## config.mk

```make
export PLATFORM = sky130hd
export DESIGN_NAME = uart_msg_receiver
export DESIGN_NICKNAME = d
export VERILOG_FILES = /design/src/rtl/vehicle_pkg.sv /design/src/rtl/uart_byte_rx.sv /design/src/rtl/uart_msg_receiver.sv
export SDC_FILE = /design/constraint.sdc
export NUM_CORES = 1
export LEC_CHECK = 0
export ABC_AREA = 0
export BUFFER_PORTS_ARGS = -buffer_cell sky130_fd_sc_hd__buf_2
export CORE_ASPECT_RATIO = 0.75
export CORE_MARGIN = 4
export CORE_UTILIZATION = 53
export DETAILED_ROUTE_END_ITERATION = 10
export PLACE_DENSITY = 0.79
export SLEW_MARGIN = 20
export SYNTH_ARGS = -nofsm -noshare
export SYNTH_HDL_FRONTEND = slang
export SYNTH_HIERARCHICAL = 1
export SYNTH_SLANG_ARGS = --single-unit
```

## constraint.sdc

```tcl
create_clock -name clk -period 2.7 [get_ports clk]
set_input_delay 0.27 -clock clk [delete_from_list [all_inputs] [get_ports clk]]
set_output_delay 0.27 -clock clk [all_outputs]
set_load 0.005 [all_outputs]
```

## src/rtl/vehicle_pkg.sv

```systemverilog
// Shared definitions for the vehicle controller's serial command path:
// receiver state encoding, bit timing default and message byte layout.
package vehicle_pkg;

    typedef enum logic [2:0] {
        IDLE,
        WAIT_START,
        START_CHK,
        DATA,
        STOP,
        DONE
    } state_t;

    // 10 MHz clock, 17.6 us per serial bit
    localparam int CLKS_PER_BIT_DEFAULT = 176;

    localparam int MSG_BYTES = 3;

    localparam logic [1:0] IDX_LMOTOR = 2'd0;
    localparam logic [1:0] IDX_RMOTOR = 2'd1;
    localparam logic [1:0] IDX_DUR    = 2'd2;

endpackage

```

## src/rtl/uart_byte_rx.sv

```systemverilog
// Single 8N1 byte receiver, MSB first: RX synchronizer, start-bit centre check,
// centre sampling of 8 data bits and stop-bit check with framing-error pulse.
module uart_byte_rx
    import vehicle_pkg::*;
#(
    parameter int CLKS_PER_BIT = CLKS_PER_BIT_DEFAULT
) (
    input  logic       clk,
    input  logic       reset,
    input  logic       rx,
    input  logic       enable,
    output logic [7:0] rx_data,
    output logic       byte_valid,
    output logic       frame_err
);

    localparam int BW = $clog2(CLKS_PER_BIT);
    localparam logic [BW-1:0] FULL_LAST = BW'(CLKS_PER_BIT - 1);
    localparam logic [BW-1:0] HALF_LAST = BW'(CLKS_PER_BIT / 2 - 1);

    logic          rx_meta_reg;
    logic          rx_sync_reg;
    logic          line_idle_reg;
    state_t        state_reg;
    logic [BW-1:0] baud_cnt_reg;
    logic [2:0]    bit_cnt_reg;
    logic [7:0]    shreg_reg;
    logic          stop_tick;

    assign stop_tick  = (state_reg == STOP) && (baud_cnt_reg == FULL_LAST);
    // Pulses coincide with the stop-bit sample so the parent can latch on the same edge.
    assign byte_valid = enable && stop_tick && rx_sync_reg;
    assign frame_err  = enable && stop_tick && !rx_sync_reg;
    assign rx_data    = shreg_reg;

    always_ff @(posedge clk) begin
        if (reset) begin
            rx_meta_reg   <= 1'b1;
            rx_sync_reg   <= 1'b1;
            line_idle_reg <= 1'b1;
            state_reg     <= IDLE;
            baud_cnt_reg  <= '0;
            bit_cnt_reg   <= '0;
            shreg_reg     <= '0;
        end else begin
            rx_meta_reg <= rx;
            rx_sync_reg <= rx_meta_reg;
            if (rx_sync_reg) begin
                line_idle_reg <= 1'b1;
            end

            if (!enable) begin
                state_reg    <= IDLE;
                baud_cnt_reg <= '0;
                bit_cnt_reg  <= '0;
            end else begin
                case (state_reg)
                    IDLE: begin
                        baud_cnt_reg <= '0;
                        bit_cnt_reg  <= '0;
                        state_reg    <= WAIT_START;
                    end
                    WAIT_START: begin
                        // After a framing error the line must go high before a new start counts.
                        if (!rx_sync_reg && line_idle_reg) begin
                            baud_cnt_reg <= '0;
                            state_reg    <= START_CHK;
                        end
                    end
                    START_CHK: begin
                        if (baud_cnt_reg == HALF_LAST) begin
                            baud_cnt_reg <= '0;
                            bit_cnt_reg  <= '0;
                            state_reg    <= rx_sync_reg ? WAIT_START : DATA;
                        end else begin
                            baud_cnt_reg <= baud_cnt_reg + 1'b1;
                        end
                    end
                    DATA: begin
                        if (baud_cnt_reg == FULL_LAST) begin
                            baud_cnt_reg <= '0;
                            shreg_reg    <= {shreg_reg[6:0], rx_sync_reg};
                            bit_cnt_reg  <= bit_cnt_reg + 3'd1;
                            if (bit_cnt_reg == 3'd7) begin
                                state_reg <= STOP;
                            end
                        end else begin
                            baud_cnt_reg <= baud_cnt_reg + 1'b1;
                        end
                    end
                    STOP: begin
                        if (baud_cnt_reg == FULL_LAST) begin
                            baud_cnt_reg <= '0;
                            state_reg    <= WAIT_START;
                            if (!rx_sync_reg) begin
                                line_idle_reg <= 1'b0;
                            end
                        end else begin
                            baud_cnt_reg <= baud_cnt_reg + 1'b1;
                        end
                    end
                    default: begin
                        state_reg <= IDLE;
                    end
                endcase
            end
        end
    end

endmodule

```

## src/rtl/uart_msg_receiver.sv

```systemverilog
// Collects a 3-byte motor command (lmotor, rmotor, dur) from the serial line
// while loadStart is high and presents it with loadComplete until loadStart drops.
module uart_msg_receiver
    import vehicle_pkg::*;
#(
    parameter int CLKS_PER_BIT = CLKS_PER_BIT_DEFAULT
) (
    input  logic       clk,
    input  logic       reset,
    input  logic       RX,
    input  logic       loadStart,
    output logic [7:0] lmotor,
    output logic [7:0] rmotor,
    output logic [7:0] dur,
    output logic       loadComplete
);

    state_t     state_reg;
    logic [1:0] byte_idx_reg;
    logic [7:0] stage_reg [MSG_BYTES-1];
    logic       rx_en;
    logic [7:0] rx_data;
    logic       byte_valid;
    logic       frame_err;
    logic       accept;

    assign rx_en  = (state_reg == WAIT_START) && loadStart;
    assign accept = rx_en && byte_valid;

    uart_byte_rx #(
        .CLKS_PER_BIT(CLKS_PER_BIT)
    ) u_byte_rx (
        .clk       (clk),
        .reset     (reset),
        .rx        (RX),
        .enable    (rx_en),
        .rx_data   (rx_data),
        .byte_valid(byte_valid),
        .frame_err (frame_err)
    );

    // Leading bytes are staged; the last byte goes straight to the outputs
    // so all three update together on the edge loadComplete rises.
    generate
        for (genvar gi = 0; gi < MSG_BYTES - 1; gi++) begin : g_stage
            always_ff @(posedge clk) begin
                if (reset) begin
                    stage_reg[gi] <= '0;
                end else if (accept && (byte_idx_reg == 2'(gi))) begin
                    stage_reg[gi] <= rx_data;
                end
            end
        end
    endgenerate

    always_ff @(posedge clk) begin
        if (reset) begin
            state_reg    <= IDLE;
            byte_idx_reg <= '0;
            lmotor       <= '0;
            rmotor       <= '0;
            dur          <= '0;
            loadComplete <= 1'b0;
        end else begin
            case (state_reg)
                IDLE: begin
                    loadComplete <= 1'b0;
                    byte_idx_reg <= '0;
                    if (loadStart) begin
                        state_reg <= WAIT_START;
                    end
                end
                WAIT_START: begin
                    if (!loadStart) begin
                        byte_idx_reg <= '0;
                        state_reg    <= IDLE;
                    end else if (byte_valid) begin
                        if (byte_idx_reg == IDX_DUR) begin
                            lmotor       <= stage_reg[int'(IDX_LMOTOR)];
                            rmotor       <= stage_reg[int'(IDX_RMOTOR)];
                            dur          <= rx_data;
                            loadComplete <= 1'b1;
                            state_reg    <= DONE;
                        end else begin
                            byte_idx_reg <= byte_idx_reg + 2'd1;
                        end
                    end else if (frame_err) begin
                        byte_idx_reg <= '0;
                    end
                end
                DONE: begin
                    if (!loadStart) begin
                        loadComplete <= 1'b0;
                        state_reg    <= IDLE;
                    end
                end
                default: begin
                    state_reg <= IDLE;
                end
            endcase
        end
    end

endmodule

```

# Yosys cells after proc, flatten, opt, wreduce, memory -nomap -nowiden
# Memories as Yosys holds them, arrays and structs flattened. A register that Yosys moved wholly into a read port is not among the register bits.
# Cells that the tools add are included.
[totals] out_inout_bits=25 wordCells=115 n_memories=1 regBits=39 mem_bits_rw=16
[op_classes] n_eq_ne=25 reduce_logical=27 n_bitwise=3 n_addsub=3 mux=45
[memory_table] memory="stage_reg" words=2 word_bits=8 read_ports=2 rd_clocked_by_memory_dff=2 write_ports=2 line="uart_msg_receiver.sv:20" rtl="logic [7:0] stage_reg [MSG_BYTES-1];"
[ops] op="$mux 8" count=5
[ops] op="$mux 3" count=12
[ops] op="$pmux 8 s4" count=1
[ops] op="$pmux 3 s3" count=2
[ops] op="$mux 1" count=17
[ops] op="$pmux 3 s5" count=1
[ops] op="$mux 2" count=5
[ops] op="$ne 2x1->1 const B" count=5
[ops] op="$ne 2x2->1 const B" count=5
[ops] op="$reduce_and 5->1" count=2
[ops] op="$eq 3x3->1 const B" count=3
[ops] op="$logic_and 1x1->1" count=9
[ops] op="$reduce_and 3->1" count=3
[ops] op="$add 8x1->8 const B" count=1
[ops] op="$eq 8x7->1 const B" count=1
[ops] op="$eq 8x8->1 const B" count=1
[ops] op="$ne 4x4->1 const B" count=2
[ops] op="$reduce_and 4->1" count=2
[ops] op="$eq 3x1->1 const B" count=2
[ops] op="$eq 3x2->1 const B" count=2
[ops] op="$logic_not 3->1" count=2
[ops] op="$reduce_bool 3->1" count=2
[ops] op="$pmux 2 s2" count=1
[ops] op="$reduce_bool 4->1" count=1
[ops] op="other kinds (14)" count=16

# Longest topological paths before layout
[logic_depth] word_depth=10 depth_mapped=11 depth_no_buf=8

# Cells and area by module
# The synthesis kept the hierarchy.
[by_module_without_submodules] module="uart_msg_receiver" instances=1 cells_each=179 seq_area_each_um2=1061.0 area_each_um2=1864.3
[by_module_without_submodules] module="uart_byte_rx" instances=1 cells_each=145 seq_area_each_um2=500.5 area_each_um2=1382.6

# Worst setup path after synthesis
# Ideal clock, no wire load.
[synth_timing] path_type="reg2reg" from="register state_reg[0] (netlist name)" to="memory stage_reg[0][0] (enable)" setup_ps=326 arrival_time_ps=2357 slack_ps=17 stages_incl_launch_ff=9 path_buffers=2 cell_sequence="dfxtp_1 inv_1 nor3b_1 nand4_2 nor2_1 and4b_1 buf_4 buf_6 a21o_1"
[synth_lines] item="to (decl)" line="uart_msg_receiver.sv:20"

==> flow_metrics.tcl <==
set metrics [dict create \
    synth_area_um2 3250 \
    initial_core_util 0.552 \
    synthMuxAreaShare 0.0374 \
    period_share 0.870 \
    via_per_inst 5.74 \
    syn_avg_cell_area_um2 10.0 \
    crit_chain "ha_1 > and4b_1 > and2_4 > nand4_2 > nor2_1 > buf_4 > nand4b_4 > nor3b_2 > and2_1" \
    end_kind "register" \
    fin_ws_ps 351 \
    multi_input_area_um2 1500 \
    fmax_ghz 0.426 \
    synth_nets 334 \
    hold_depth 2 \
    tightestPinTransition_ps 796 \
    synth_warnings 6 \
    fp.coreArea_um2 5890 \
    critical_path_depth 9 \
    root_buffer "clkbuf_8" \
    dpl.hpwl_mm 4.59 \
    hold_slack_ps 104 \
    vias 2462 \
    place.gp.congestion 0.846 \
    drt_iter0_markers 242 \
    hold_path.class "in2reg" \
    diodes 0 \
    grt_max_degree 47 \
    grt_antenna_before_repair 0 \
    grt_pass1_wl_mm 10.8 \
    drt_wl_total_mm 6.67 \
    cp-start-kind "register" \
    ys_types 59 \
    cts_sinks 70 \
    critPathKind "reg2reg" \
    ys_ff_latch 70 \
    drtPass1Iterations 4 \
    io_buffers 28 \
    hold_viol 0 \
    clk_pin_slew_ps 80 \
    cp_slowest_cell "dfxtp_1" \
    cap_violations 0 \
    grt_use_met3 0.0640 \
    rsz0062_at_grt "no" \
    setup_tns_ps 0 \
    die_x_um 98.4 \
    synth_top_family_by_area "simple AND/OR/NAND/NOR gates" \
    p_leak_nw 1.40 \
    grt_use_met1 0.264 \
    cts_tree "yes" \
    drtAntennaViolNets 0 \
    dp_slack_ps 386 \
    setup_violations 0 \
    powerDensity_nw_per_um2 587 \
    num_io_pins 29 \
    dieArea_um2 7460 \
    die_y_um 75.8 \
    grtUsageTotal 0.185 \
    worst_ep_required_time_ps 2920 \
    numCtsBuffers 9 \
    path_max_fanout 8 \
    synth-edff-count 16 \
    clock_skew_ps 10.5 \
    postCtsSetupRepairBufs 0 \
    mostFrequentLayoutCells "dfxtp_1, nand3_1, a21oi_1" \
    slowest_delay_ps 410 \
    async_flop_share 0 \
    worstPathArrival_ps 2570 \
    synth_compound_area_frac 0.183 \
    largest_reg_flops 16 \
    fillers 496 \
    htree_levels 3 \
    busiest_layer "met2" \
    clk_latency_ps 350 \
    path_buf_inv 1 \
    layout_commonest_cell "dfxtp_1" \
    slew_headroom 0.470 \
    netlist_instances 324 \
    slew_violations 0 \
    grtUsageMet2 0.268 \
    first_global_vias 2171 \
    fin_nets 356 \
    drc 0 \
    num_rows 24 \
    period_minus_slack_ps 2350 \
    wl_per_cell_um 15.5 \
    synth_xor_area_frac 0 \
    cts_resized 0 \
    ir_drop_mv 0.403 \
    grt_overflow 0 \
    seq_area_frac_synth 0.481 \
    areaGrowthSynthToFinish_pct 12.2 \
    ff2ff_path_depth 9 \
    cts-hold-fix-buffers 0 \
    clock_path_buffers 2 \
    synthAdderAreaFrac 0.0231 \
    seqCellArea_um2 1560 \
    synthSimpleGateAreaFrac 0.220 \
    ys.flop_type "dfxtp_1" \
    crit_family "simple AND/OR/NAND/NOR gates" \
    layout-drive-gt1-share 0.202 \
    status "complete, no violations" \
]
-- report_power, final --
| group | switching, mW | internal, mW | total (mW) |
|---|---|---|---|
| clock | 0.408 | 0.600 | 1.01 |
| sequential | 0.00837 | 1.08 | 1.09 |
| combinational | 0.0289 | 0.0113 | 0.0402 |
| total | 0.446 | 1.69 | 2.14 |
-- cells by family (layout without fill, tap and decap cells) --
group,count (synthesis),in the layout
AO/OA/AOI/OAI,90,90
adder cells (fa/ha/maj),6,6
buffers and inverters,32,59
flip-flops,70,70
multiplexers,12,12
AND/OR/NAND/NOR,114,114
-- synth_stat cells (all sizes together), types with 2 or more instances --
library cell	count	area [µm²]
dfxtp	54	1080
nand3	36	185
a21oi	33	165
o21ai	28	140
and2	18	115
buf	16	121
edfxtp	16	480
nor2	14	52.6
mux2i	11	110
nand2	10	37.5
clkbuf	9	33.8
nand2b	9	56.3
inv	7	26.3
ha	6	75.1
a211oi	4	60.1
nor3	4	20.0
o22ai	4	25.0
a21o	3	22.5
a311oi	3	26.3
a31oi	3	33.8
or2	3	18.8
and3b	2	17.5
and4b	2	20.0
nand3b	2	15.0
nand4	2	33.8
nor2b	2	12.5
nor3b	2	20.0
nor4	2	27.5
o21a	2	15.0
-- layout make-up --
class,instances,share of cell area
Clock inverter,4,0.0151
Sequential cell,70,0.429
Inverter,7,0.00721
Multi-Input combinational cell,222,0.413
Timing Repair Buffer,36,0.0549
Clock buffer,12,0.0546
Tap cell,78,0.0268
-- final timing paths --
check | start | end | slack [ps]
max | u_byte_rx/baud_cnt_reg[0] | stage_reg[0][7] | 350
min | RX | u_byte_rx/rx_meta_reg | 100
max reg2reg | u_byte_rx/baud_cnt_reg[0] | stage_reg[0][7] | 350
min reg2reg | u_byte_rx/rx_meta_reg | u_byte_rx/rx_sync_reg | 420
-- per-stage QoR --
stage / instances / power [mW] / instance area (µm²) / util
after floorplan: 324 / 1.14 / 3250 / -
after global placement: 413 / 1.15 / 3390 / 0.576
after detailed placement: 413 / 1.16 / 3390 / 0.576
after CTS: 429 / 2.15 / 3640 / 0.619
after global routing: 429 / 2.21 / 3640 / 0.619
final: 429 / 2.14 / 3640 / 0.619
-- per-layer routing --
layer,share of wire,vias to the layer above
met1,0.49,1158
met5,0,-
met4,0.0080,0
met2,0.42,80
met3,0.080,7
li1,-,1217
No activity file was read; power rests on OpenSTA's default activity.
